### config.mk
export PLATFORM = sky130hd
export DESIGN_NAME = instr_fetch_unit
export DESIGN_NICKNAME = d
export VERILOG_FILES = /design/src/rtl/riscv_pkg.sv /design/src/rtl/fetch_fifo.sv /design/src/rtl/instr_fetch_unit.sv
export SDC_FILE = /design/constraint.sdc
export NUM_CORES = 1
export LEC_CHECK = 0
export CAP_MARGIN = 25
export CORE_UTILIZATION = 48
export CTS_BUF_LIST = sky130_fd_sc_hd__clkbuf_8 sky130_fd_sc_hd__clkbuf_16
export DETAILED_ROUTE_END_ITERATION = 8
export GPL_TIMING_DRIVEN = 0
export PLACE_DENSITY_LB_ADDON = 0.1
export SKIP_LAST_GASP = 1
export SLEW_MARGIN = 20
export SYNTH_ARGS = -nofsm -noshare
export SYNTH_HDL_FRONTEND = slang
export SYNTH_SLANG_ARGS = --single-unit
### constraint.sdc
create_clock -name clk -period 4.6 [get_ports clk]
set_input_delay 0.92 -clock clk [delete_from_list [all_inputs] [get_ports clk]]
set_output_delay 0.92 -clock clk [all_outputs]
set_load 0.02 [all_outputs]
### src/rtl/riscv_pkg.sv
// Shared core definitions for the fetch stage.
// Provides datapath widths, the reset PC default, the canonical NOP encoding,
// the buffered fetch entry type and small PC arithmetic helpers.
package riscv_pkg;

    localparam int XLEN = 32;
    localparam int ILEN = 32;

    localparam logic [XLEN-1:0] RESET_PC_DEFAULT = 32'h0000_0000;
    localparam logic [ILEN-1:0] INSTR_NOP        = 32'h0000_0013;

    // One buffered instruction together with the PC it was fetched from.
    typedef struct packed {
        logic [ILEN-1:0] instr;
        logic [XLEN-1:0] pc;
    } fetch_entry_t;

    // Force a byte address onto a word boundary.
    function automatic logic [XLEN-1:0] align_word(input logic [XLEN-1:0] addr);
        return {addr[XLEN-1:2], 2'b00};
    endfunction

    // Address of the following word; wraps naturally at 2^32.
    function automatic logic [XLEN-1:0] next_word(input logic [XLEN-1:0] addr);
        return addr + 32'd4;
    endfunction

endpackage

### src/rtl/fetch_fifo.sv
// Instruction buffer for the fetch stage.
// First-word-fall-through FIFO of fetch_entry_t whose head is read straight from
// registered storage, so a pushed word becomes visible the cycle after the push.
// Ports:
//   clk, rst        clock and synchronous active-high reset
//   push, push_data write one entry
//   pop             remove the head entry (ignored when empty)
//   flush           drop every entry; wins over push and pop
//   head            current head entry (valid when !empty)
//   occupancy       number of stored entries
//   full, empty     status flags
module fetch_fifo
    import riscv_pkg::*;
#(
    parameter int DEPTH = 2
) (
    input  logic                         clk,
    input  logic                         rst,
    input  logic                         push,
    input  fetch_entry_t                 push_data,
    input  logic                         pop,
    input  logic                         flush,
    output fetch_entry_t                 head,
    output logic [$clog2(DEPTH+1)-1:0]   occupancy,
    output logic                         full,
    output logic                         empty
);

    localparam int CNT_W = $clog2(DEPTH + 1);
    localparam int PTR_W = (DEPTH > 1) ? $clog2(DEPTH) : 1;
    localparam logic [PTR_W-1:0] LAST_PTR = PTR_W'(DEPTH - 1);

    fetch_entry_t       mem_r [DEPTH];
    logic [PTR_W-1:0]   rd_ptr_r;
    logic [PTR_W-1:0]   wr_ptr_r;
    logic [CNT_W-1:0]   count_r;
    logic               pop_s;
    logic               push_s;

    // Circular pointer increment over a possibly non-power-of-two depth.
    function automatic logic [PTR_W-1:0] ptr_inc(input logic [PTR_W-1:0] p);
        if (p == LAST_PTR) begin
            return {PTR_W{1'b0}};
        end else begin
            return p + PTR_W'(1);
        end
    endfunction

    assign empty     = (count_r == {CNT_W{1'b0}});
    assign full      = (count_r == CNT_W'(DEPTH));
    assign occupancy = count_r;
    assign head      = mem_r[rd_ptr_r];

    // A push into a full buffer is only taken when the head leaves in the same
    // cycle; the write slot then equals the slot being read out.
    assign pop_s  = pop && !empty;
    assign push_s = push && (!full || pop_s);

    // Pointer and occupancy bookkeeping.
    always_ff @(posedge clk) begin
        if (rst || flush) begin
            rd_ptr_r <= {PTR_W{1'b0}};
            wr_ptr_r <= {PTR_W{1'b0}};
            count_r  <= {CNT_W{1'b0}};
        end else begin
            if (push_s) begin
                wr_ptr_r <= ptr_inc(wr_ptr_r);
            end
            if (pop_s) begin
                rd_ptr_r <= ptr_inc(rd_ptr_r);
            end
            case ({push_s, pop_s})
                2'b10:   count_r <= count_r + CNT_W'(1);
                2'b01:   count_r <= count_r - CNT_W'(1);
                default: count_r <= count_r;
            endcase
        end
    end

    // Entry storage; cleared to NOPs so the head never shows stale X data.
    always_ff @(posedge clk) begin
        if (rst) begin
            for (int i = 0; i < DEPTH; i++) begin
                mem_r[i] <= '{instr: INSTR_NOP, pc: RESET_PC_DEFAULT};
            end
        end else if (push_s && !flush) begin
            mem_r[wr_ptr_r] <= push_data;
        end
    end

endmodule

### src/rtl/instr_fetch_unit.sv
// Fetch stage of the core.
// Owns the fetch PC, issues word requests on a req/gnt/rvalid instruction memory
// port, buffers returned words tagged with their PC and hands them to decode on
// a valid/ready handshake. Redirects flush the buffer and drop in-flight replies.
// Ports:
//   clk, rst                         clock, synchronous active-high reset
//   imem_req, imem_addr              request and its word address
//   imem_gnt                         request accepted
//   imem_rvalid, imem_rdata          in-order response
//   redirect_valid, redirect_pc      taken branch/jump and its target
//   instr_valid, instr, instr_pc     instruction to decode
//   instr_ready                      decode consumes the instruction
module instr_fetch_unit
    import riscv_pkg::*;
#(
    parameter logic [31:0] RESET_PC = RESET_PC_DEFAULT,
    parameter int          DEPTH    = 2
) (
    input  logic        clk,
    input  logic        rst,
    output logic        imem_req,
    output logic [31:0] imem_addr,
    input  logic        imem_gnt,
    input  logic        imem_rvalid,
    input  logic [31:0] imem_rdata,
    input  logic        redirect_valid,
    input  logic [31:0] redirect_pc,
    output logic        instr_valid,
    output logic [31:0] instr,
    output logic [31:0] instr_pc,
    input  logic        instr_ready
);

    localparam int CNT_W = $clog2(DEPTH + 1);
    localparam int SUM_W = CNT_W + 1;

    logic [XLEN-1:0]  fetch_pc_r;
    logic [XLEN-1:0]  resp_pc_r;
    logic [CNT_W-1:0] outstanding_r;
    logic [CNT_W-1:0] discard_r;

    logic [CNT_W-1:0] outstanding_nxt_s;
    logic [CNT_W-1:0] discard_nxt_s;
    logic [SUM_W-1:0] credit_sum_s;
    logic             req_s;
    logic             handshake_s;
    logic             resp_s;
    logic             accept_s;
    logic             push_s;
    logic             pop_s;

    fetch_entry_t     push_entry_s;
    fetch_entry_t     head_s;
    logic [CNT_W-1:0] occupancy_s;
    logic             fifo_full_s;
    logic             fifo_empty_s;

    // Request only while buffered plus in-flight words leave room for one more.
    always_comb begin
        credit_sum_s = SUM_W'(occupancy_s) + SUM_W'(outstanding_r);
        if (rst || redirect_valid) begin
            req_s = 1'b0;
        end else if (credit_sum_s < SUM_W'(DEPTH)) begin
            req_s = 1'b1;
        end else begin
            req_s = 1'b0;
        end
    end

    assign handshake_s = req_s && imem_gnt;
    // Responses with nothing in flight are spurious and have no effect.
    assign resp_s      = imem_rvalid && (outstanding_r != {CNT_W{1'b0}});
    // A response arriving with a redirect belongs to the abandoned path.
    assign accept_s    = resp_s && (discard_r == {CNT_W{1'b0}}) && !redirect_valid;
    assign push_s      = accept_s && (!fifo_full_s || pop_s);
    assign pop_s       = !fifo_empty_s && instr_ready;

    assign push_entry_s = '{instr: imem_rdata, pc: resp_pc_r};

    // Next in-flight count from issued and returned words.
    always_comb begin
        case ({handshake_s, resp_s})
            2'b10:   outstanding_nxt_s = outstanding_r + CNT_W'(1);
            2'b01:   outstanding_nxt_s = outstanding_r - CNT_W'(1);
            default: outstanding_nxt_s = outstanding_r;
        endcase
    end

    // Next discard count. The in-flight count already includes words marked for
    // discard, so a redirect marks every word still in flight after this cycle.
    always_comb begin
        if (redirect_valid) begin
            if (resp_s) begin
                discard_nxt_s = outstanding_r - CNT_W'(1);
            end else begin
                discard_nxt_s = outstanding_r;
            end
        end else if (resp_s && (discard_r != {CNT_W{1'b0}})) begin
            discard_nxt_s = discard_r - CNT_W'(1);
        end else begin
            discard_nxt_s = discard_r;
        end
    end

    // Fetch PC: follows redirects, otherwise advances on every accepted request.
    always_ff @(posedge clk) begin
        if (rst) begin
            fetch_pc_r <= RESET_PC;
        end else if (redirect_valid) begin
            fetch_pc_r <= align_word(redirect_pc);
        end else if (handshake_s) begin
            fetch_pc_r <= next_word(fetch_pc_r);
        end else begin
            fetch_pc_r <= fetch_pc_r;
        end
    end

    // Response PC: tags each accepted word with the address it was fetched from.
    always_ff @(posedge clk) begin
        if (rst) begin
            resp_pc_r <= RESET_PC;
        end else if (redirect_valid) begin
            resp_pc_r <= align_word(redirect_pc);
        end else if (push_s) begin
            resp_pc_r <= next_word(resp_pc_r);
        end else begin
            resp_pc_r <= resp_pc_r;
        end
    end

    // In-flight and discard counters.
    always_ff @(posedge clk) begin
        if (rst) begin
            outstanding_r <= {CNT_W{1'b0}};
            discard_r     <= {CNT_W{1'b0}};
        end else begin
            outstanding_r <= outstanding_nxt_s;
            discard_r     <= discard_nxt_s;
        end
    end

    fetch_fifo #(
        .DEPTH (DEPTH)
    ) u_fetch_fifo (
        .clk       (clk),
        .rst       (rst),
        .push      (push_s),
        .push_data (push_entry_s),
        .pop       (pop_s),
        .flush     (redirect_valid),
        .head      (head_s),
        .occupancy (occupancy_s),
        .full      (fifo_full_s),
        .empty     (fifo_empty_s)
    );

    assign imem_req    = req_s;
    assign imem_addr   = fetch_pc_r;
    assign instr_valid = !fifo_empty_s;
    assign instr       = head_s.instr;
    assign instr_pc    = head_s.pc;

endmodule

==> flow_summary.yaml, run 1 <==
final_layout:
  num-nets-final: 1078
  drive_gt1_share_pct: 11.9
  final_cells: 1274
  area_growth_pct: 27.6
  diodes: 0
die:
  die_x_microns: 141
  start_util_pct: 49.4
  dieArea_sq_um: 20000
  die_y_microns: 141
  num_rows: 50
  ios: 168
  core-area_sq_um: 18900
placement:
  place_congestion: 0.914
  dp_slack_ns: 0.881
  port_buffers: 160
  hpwlAfterDp_microns: 16100
  dp_cells: 1242
timing:
  fin_tns_setup_ns: 0
  setup_ws_ns: 0.899
  setup_viol: 0
  slew_headroom_pct: 40.8
  fin_crit_sh_pct: 80.5
  hold_viol_final: 0
  grt_setup_unrepaired: "no"
  min_period_ns: 3.70
  tightest_slew_ns: 0.887
  fmax_mhz: 270
  skew_ns: 0.0108
  drv_slew: 0
  holdWs_ns: 0.519
status:
  status: "finished clean"
power:
  seq_power_share_pct: 48.5
  switchingPower_w: 0.00112
  clockPowerShare_pct: 33.3
  max-vdd-ir-drop_mv: 0.270
  p_int_w: 0.00312
  p_sw_share_pct: 26.4
  power.leakage_nw: 4.26
  powerDensity_nw_per_um2: 356
  pwr-share-comb_pct: 18.1
critical_path:
  crit_chain: "and2_1, fa_1, nor4_2, clkdlybuf4s50_1"
  reg2reg_from: "u_fetch_fifo.occupancy[0]"
  crit_slowest_cell: "clkdlybuf4s50_1"
  crit_arrival_ns: 2.78
  cpPeakStageDelay_ns: 0.70
  critPathKind: "flip-flop to output pin"
  crit_required_ns: 3.68
  path_max_fanout: 5
  startpoint_type: "flip-flop"
  critPathCaptureType: "output pin"
  crit_start: "u_fetch_fifo.occupancy[0]"
yosys:
  yosys_warnings: 0
  avgSynthCellArea_sq_um: 11.4
  seq_area_frac_synth_pct: 54.7
  ys_seq_elements: 193
  synthTopCellsByCount: "and2_1 (124), edfxtp_1 (124), dfxtp_1 (69), mux2_2 (62), nor2_1 (44)"
  ys_top_cells_by_area: "edfxtp_1 (40%), dfxtp_1 (15%), and2_1 (8.3%), mux2_2 (7.5%), xor2_1 (3.4%)"
  yosys.area.top_type: "edfxtp_1"
  synth_cells: 816
  syn_area_sq_um: 9330
  synth_flop_cell: "edfxtp_1"
  synth_top_area_share_pct: 39.9
  synth_edf_count: 124
  synth_cell_types: 63
  async_reset_ff_share_pct: 0
routing:
  route.detailed.drc: 0
  ant_nets: 0
  vias_per_cell: 5.36
  drt_wl_total_microns: 22600
  dr.pass1.iters: 5
  wl_per_cell_microns: 17.7
  drt_iter0_drc: 351
  vias: 6827
global_routing:
  grt_overflow_total: 0
  antenna_found_initial: 0
  grt_pass1_wl_microns: 34900
  grt_start_max_net_pins: 38
  first_global_vias: 6528
  grt_use_total_pct: 23.3
clock_tree:
  postCtsHoldBufs: 0
  clkSinkCount: 193
  post-cts-setup-buffers: 0
  clkSlewWorstSetupHoldPaths_ns: 0.07
  cts_buffer_depth: 2
  clk_root_buffer_cell: "clkbuf_16"
  htree_levels: 4
  insertion_delay_ns: 0.44
  post_cts_resize_count: 0
  cts_tree: "yes"
  cts_made_buffers: 17
job:
  maxCapViolCount: 0
worst_hold_path:
  hp-start: "u_fetch_fifo.rd_ptr_r"
  min_path_type: "flip-flop to flip-flop"
[cells in the final DEF, fill, tap and decap left out, drive strengths merged, types with 5 or more instances in the layout]
cell / count
nor2: 45
dfxtp: 69
xnor2: 13
and3: 12
a21o: 5
inv: 26
nor3b: 5
ha: 6
nand4: 26
xor2: 36
a211oi: 17
clkdlybuf4s50: 160
a21oi: 31
edfxtp: 124
a31oi: 10
a21boi: 16
nand2b: 6
and2: 126
o22ai: 5
and4: 12
nor3: 9
nor4: 14
clkbuf: 52
nand3: 22
mux2: 64
buf: 16
nand2: 31
o21ai: 10
[through the flow]
stage	utilization, %	area [sq um]	power [W]
final	63.0	11900	0.00424
after global placement	59.6	11300	0.00284
after floorplan	-	9340	0.00251
after global routing	63.0	11900	0.00440
after CTS	63.0	11900	0.00425
after detailed placement	60.1	11400	0.00286
[final timing paths]
path | end | slack [ns] | depth (start not counted)
max | imem_req | 0.90 | 4
min | u_fetch_fifo.rd_ptr_r | 0.52 | 2
max reg2reg | outstanding_r[0] | 1.44 | 9
min reg2reg | u_fetch_fifo.rd_ptr_r | 0.52 | 2
[registers in the layout, summed over array words and instances, names as in the netlist, named ones only]
name                    cells
u_fetch_fifo.wr_ptr_r       1
u_fetch_fifo.rd_ptr_r       1
imem_addr                  30
u_fetch_fifo.occupancy      2
outstanding_r               2
u_fetch_fifo.mem_r        124
discard_r                   2
resp_pc_r                  30
[metal layers]
layer | vias to the layer above | global-route usage [%] | part of all wire (%)
met5 | - | 0 | 0
met4 | 0 | 7.98 | 1.8
met3 | 32 | 4.56 | 6.2
met2 | 267 | 38.3 | 47
met1 | 3216 | 30.7 | 45
li1 | 3312 | - | -
[layout make-up]
class / count / area, sq um
multi-input combinational: 558 / 3980
timing repair buffer: 163 / 1670
buffer: 48 / 200
clock buffer: 17 / 425
fill: 1592 / 6990
clock inverter: 15 / 128
sequential: 193 / 5100
inverter: 20 / 75.1
tap: 260 / 325
[power groups by stage]
stage | logic [W] | registers (W) | clock network, W
after floorplan | 0.000416 | 0.00210 | 0
after global routing | 0.000827 | 0.00207 | 0.00150
final | 0.000769 | 0.00206 | 0.00141
after CTS | 0.000775 | 0.00206 | 0.00142
after detailed placement | 0.000769 | 0.00209 | 0
after global placement | 0.000748 | 0.00210 | 0
[kinds of logic after synthesis]
group,count (synthesis),synth area share (%)
buffers and inverters,68,2.95
flip-flops,193,54.7
XOR/XNOR,49,4.60
multiplexers,67,8.05
AND/OR/NAND/NOR,323,21.1
AO/OA/AOI/OAI,108,7.51
other,1,0.0402
adder cells (fa/ha/maj),7,1.02
[worst max-delay path, delay by kind of cell (launching register included)]
kind	cells	cell delay (ns)
buf+inv	1	0.70
simple gates	2	0.69
flops	1	0.48
fa+ha+maj	1	0.48
Note: power is estimated with default switching activity, not from simulation.
==> run 2: changes to the inputs <==
- CORE_UTILIZATION: 48 -> 53
- clock period: 4.6 -> 3.6 ns (I/O delays scaled with it)
==> run 2 against run 1 <==
Effect of this change:
- global-route usage grew 2.1 points
- sequential share of layout area is essentially flat
- cell area grew 0.12%
- non-clock buffer count is the same
- register-to-register slack lost 1.0 ns
- combinational power grew 28%
- worst hold slack gained 0.0071 ns
- critical path depth is the same
- sequential power grew 28%
- critical path type unchanged
- largest power group unchanged
==> flow_summary.yaml, run 2 (synthesis gave the netlist of run 1 again) <==
critical_path:
  path_max_fanout: 5
  reg2reg_from: "u_fetch_fifo.occupancy[0]"
  r2r_slack_ns: 0.44
  critPathKind: "flip-flop to output pin"
  critPathCaptureType: "output pin"
  rr_worst_depth: 9
  r2r-end: "outstanding_r[0]"
  crit_required_ns: 2.88
  crit_arrival_ns: 2.76
  startpoint_type: "flip-flop"
power:
  powerDensity_nw_per_um2: 465
  p_int_w: 0.00408
  max-vdd-ir-drop_mv: 0.369
  switchingPower_w: 0.00146
  p_sw_share_pct: 26.4
  power.leakage_nw: 4.27
  pwr-share-comb_pct: 17.7
  seq_power_share_pct: 47.4
  clockPowerShare_pct: 34.9
timing:
  skew_ns: 0.0123
  holdWs_ns: 0.527
  fmax_mhz: 287
  drv_slew: 0
  fin_crit_sh_pct: 96.6
  tightest_slew_ns: 0.870
  hold_viol_final: 0
  grt_setup_unrepaired: "no"
  setup_viol: 0
  min_period_ns: 3.48
  slew_headroom_pct: 41.9
clock_tree:
  postCtsHoldBufs: 0
  clkSinkCount: 193
  cts_buffer_depth: 2
  post_cts_resize_count: 0
  htree_levels: 4
  cts_made_buffers: 17
  insertion_delay_ns: 0.43
  cts_tree: "yes"
  clkSlewWorstSetupHoldPaths_ns: 0.07
  post-cts-setup-buffers: 0
  clk_root_buffer_cell: "clkbuf_16"
final_layout:
  drive_gt1_share_pct: 12.3
  num-nets-final: 1078
  area_growth_pct: 27.8
  regMostFlops: "u_fetch_fifo.mem_r"
  n_fill_cell: 1303
  final_common_cell: "clkdlybuf4s50_1"
  utilization_pct: 69.1
  layout_common_cells: "clkdlybuf4s50_1 (160), and2_1 (124), edfxtp_1 (124)"
  diodes: 0
  largest_reg_flops: 124
die:
  die_y_microns: 135
  dieArea_sq_um: 18100
  core-area_sq_um: 17200
  start_util_pct: 54.1
  ios: 168
  die_x_microns: 135
  num_rows: 48
status:
  status: "finished clean"
routing:
  vias_per_cell: 5.48
  drt_wl_total_microns: 22100
  ant_nets: 0
  wl_per_cell_microns: 17.9
  vias: 6789
  dr.pass1.iters: 5
  drt_iter0_drc: 288
  route.detailed.drc: 0
worst_hold_path:
  min_path_type: "flip-flop to flip-flop"
  hp-start: "u_fetch_fifo.rd_ptr_r"
  holdPathEnd: "u_fetch_fifo.rd_ptr_r"
  hold_depth: 2
global_routing:
  gr-max-usage-layer: "met2"
  grt_util_met2_pct: 40.8
  grt_overflow_total: 0
  grt_start_max_net_pins: 33
  met1_usage_pct: 33.5
  first_global_vias: 6550
  grt_use_total_pct: 25.3
  met3_usage_pct: 4.24
  grt_pass1_wl_microns: 34600
  antenna_found_initial: 0
job:
  maxCapViolCount: 0
placement:
  place_congestion: 0.944
  port_buffers: 160
  hpwlAfterDp_microns: 15900
[run 2: cell types whose count changed in the layout (fill, tap and decap cells not counted)]
| cell | previous run | this run |
|---|---|---|
| clkinvlp_2 | 2 | 0 |
| clkinvlp_4 | 1 | 2 |
| clkinv_4 | 0 | 2 |
| inv_8 | 0 | 1 |
| clkinv_8 | 0 | 1 |
| bufinv_16 | 2 | 3 |
| inv_1 | 22 | 18 |
[run 2: final cells by class]
| cell class | instances | area (sq um) | area share (%) |
|---|---|---|---|
| clock buffers | 17 | 425 | 3.57 |
| clock inverters | 15 | 185 | 1.55 |
| well taps | 225 | 282 | 2.36 |
| flip-flops and latches | 193 | 5100 | 42.8 |
| plain buffers | 48 | 200 | 1.68 |
| inverters | 20 | 75.1 | 0.630 |
| multi-input cells | 558 | 3980 | 33.4 |
| repair buffers | 163 | 1670 | 14.0 |
[run 2: routing by layer]
layer,routed length (microns),share of wire (%),vias to the layer above
li1,-,-,3305
met1,9690,44,3195
met2,10600,48,246
met3,1350,6.1,43
met4,540,2.4,0
met5,0,0,-
[run 2: worst max-delay path, stage by stage (launching register included)]
cell and delay, ns:
dfxtp_1 0.46, and2_1 0.18, fa_1 0.47, nor4_2 0.51
clkdlybuf4s50_1 0.70
[run 2: how the worst max path moves through the flow]
stage / cells after the start / startpoint / to
2_1_floorplan: 6 / outstanding_r[0] / u_fetch_fifo.mem_r[0][10]
5_1_grt: 4 / u_fetch_fifo.occupancy[0] / imem_req
6_report: 4 / u_fetch_fifo.occupancy[0] / imem_req
3_5_place_dp: 7 / imem_rvalid / u_fetch_fifo.mem_r[0][42]
3_3_place_gp: 5 / imem_rvalid / u_fetch_fifo.mem_r[0][42]
4_1_cts: 4 / u_fetch_fifo.occupancy[0] / imem_req
[run 2: power groups by stage]
stage	registers, W	clock network, W	logic, W
global placement	0.00268	0	0.000950
detailed placement	0.00267	0	0.000978
global route	0.00265	0.00203	0.00105
floorplan	0.00268	0	0.000532
CTS	0.00263	0.00195	0.000986
finish	0.00263	0.00194	0.000981
[run 2: metrics by stage]
stage | cells | area [sq um] | worst slack, ns | total power, W | TNS, ns
after floorplan | 819 | 9340 | 0.146 | 0.00321 | 0
after global placement | 1204 | 11200 | -1.42 | 0.00363 | -134.70
after detailed placement | 1207 | 11300 | 0.130 | 0.00365 | 0
after CTS | 1239 | 11900 | 0.118 | 0.00557 | 0
after global routing | 1239 | 11900 | 0.0383 | 0.00573 | 0
final | 1239 | 11900 | 0.121 | 0.00555 | 0
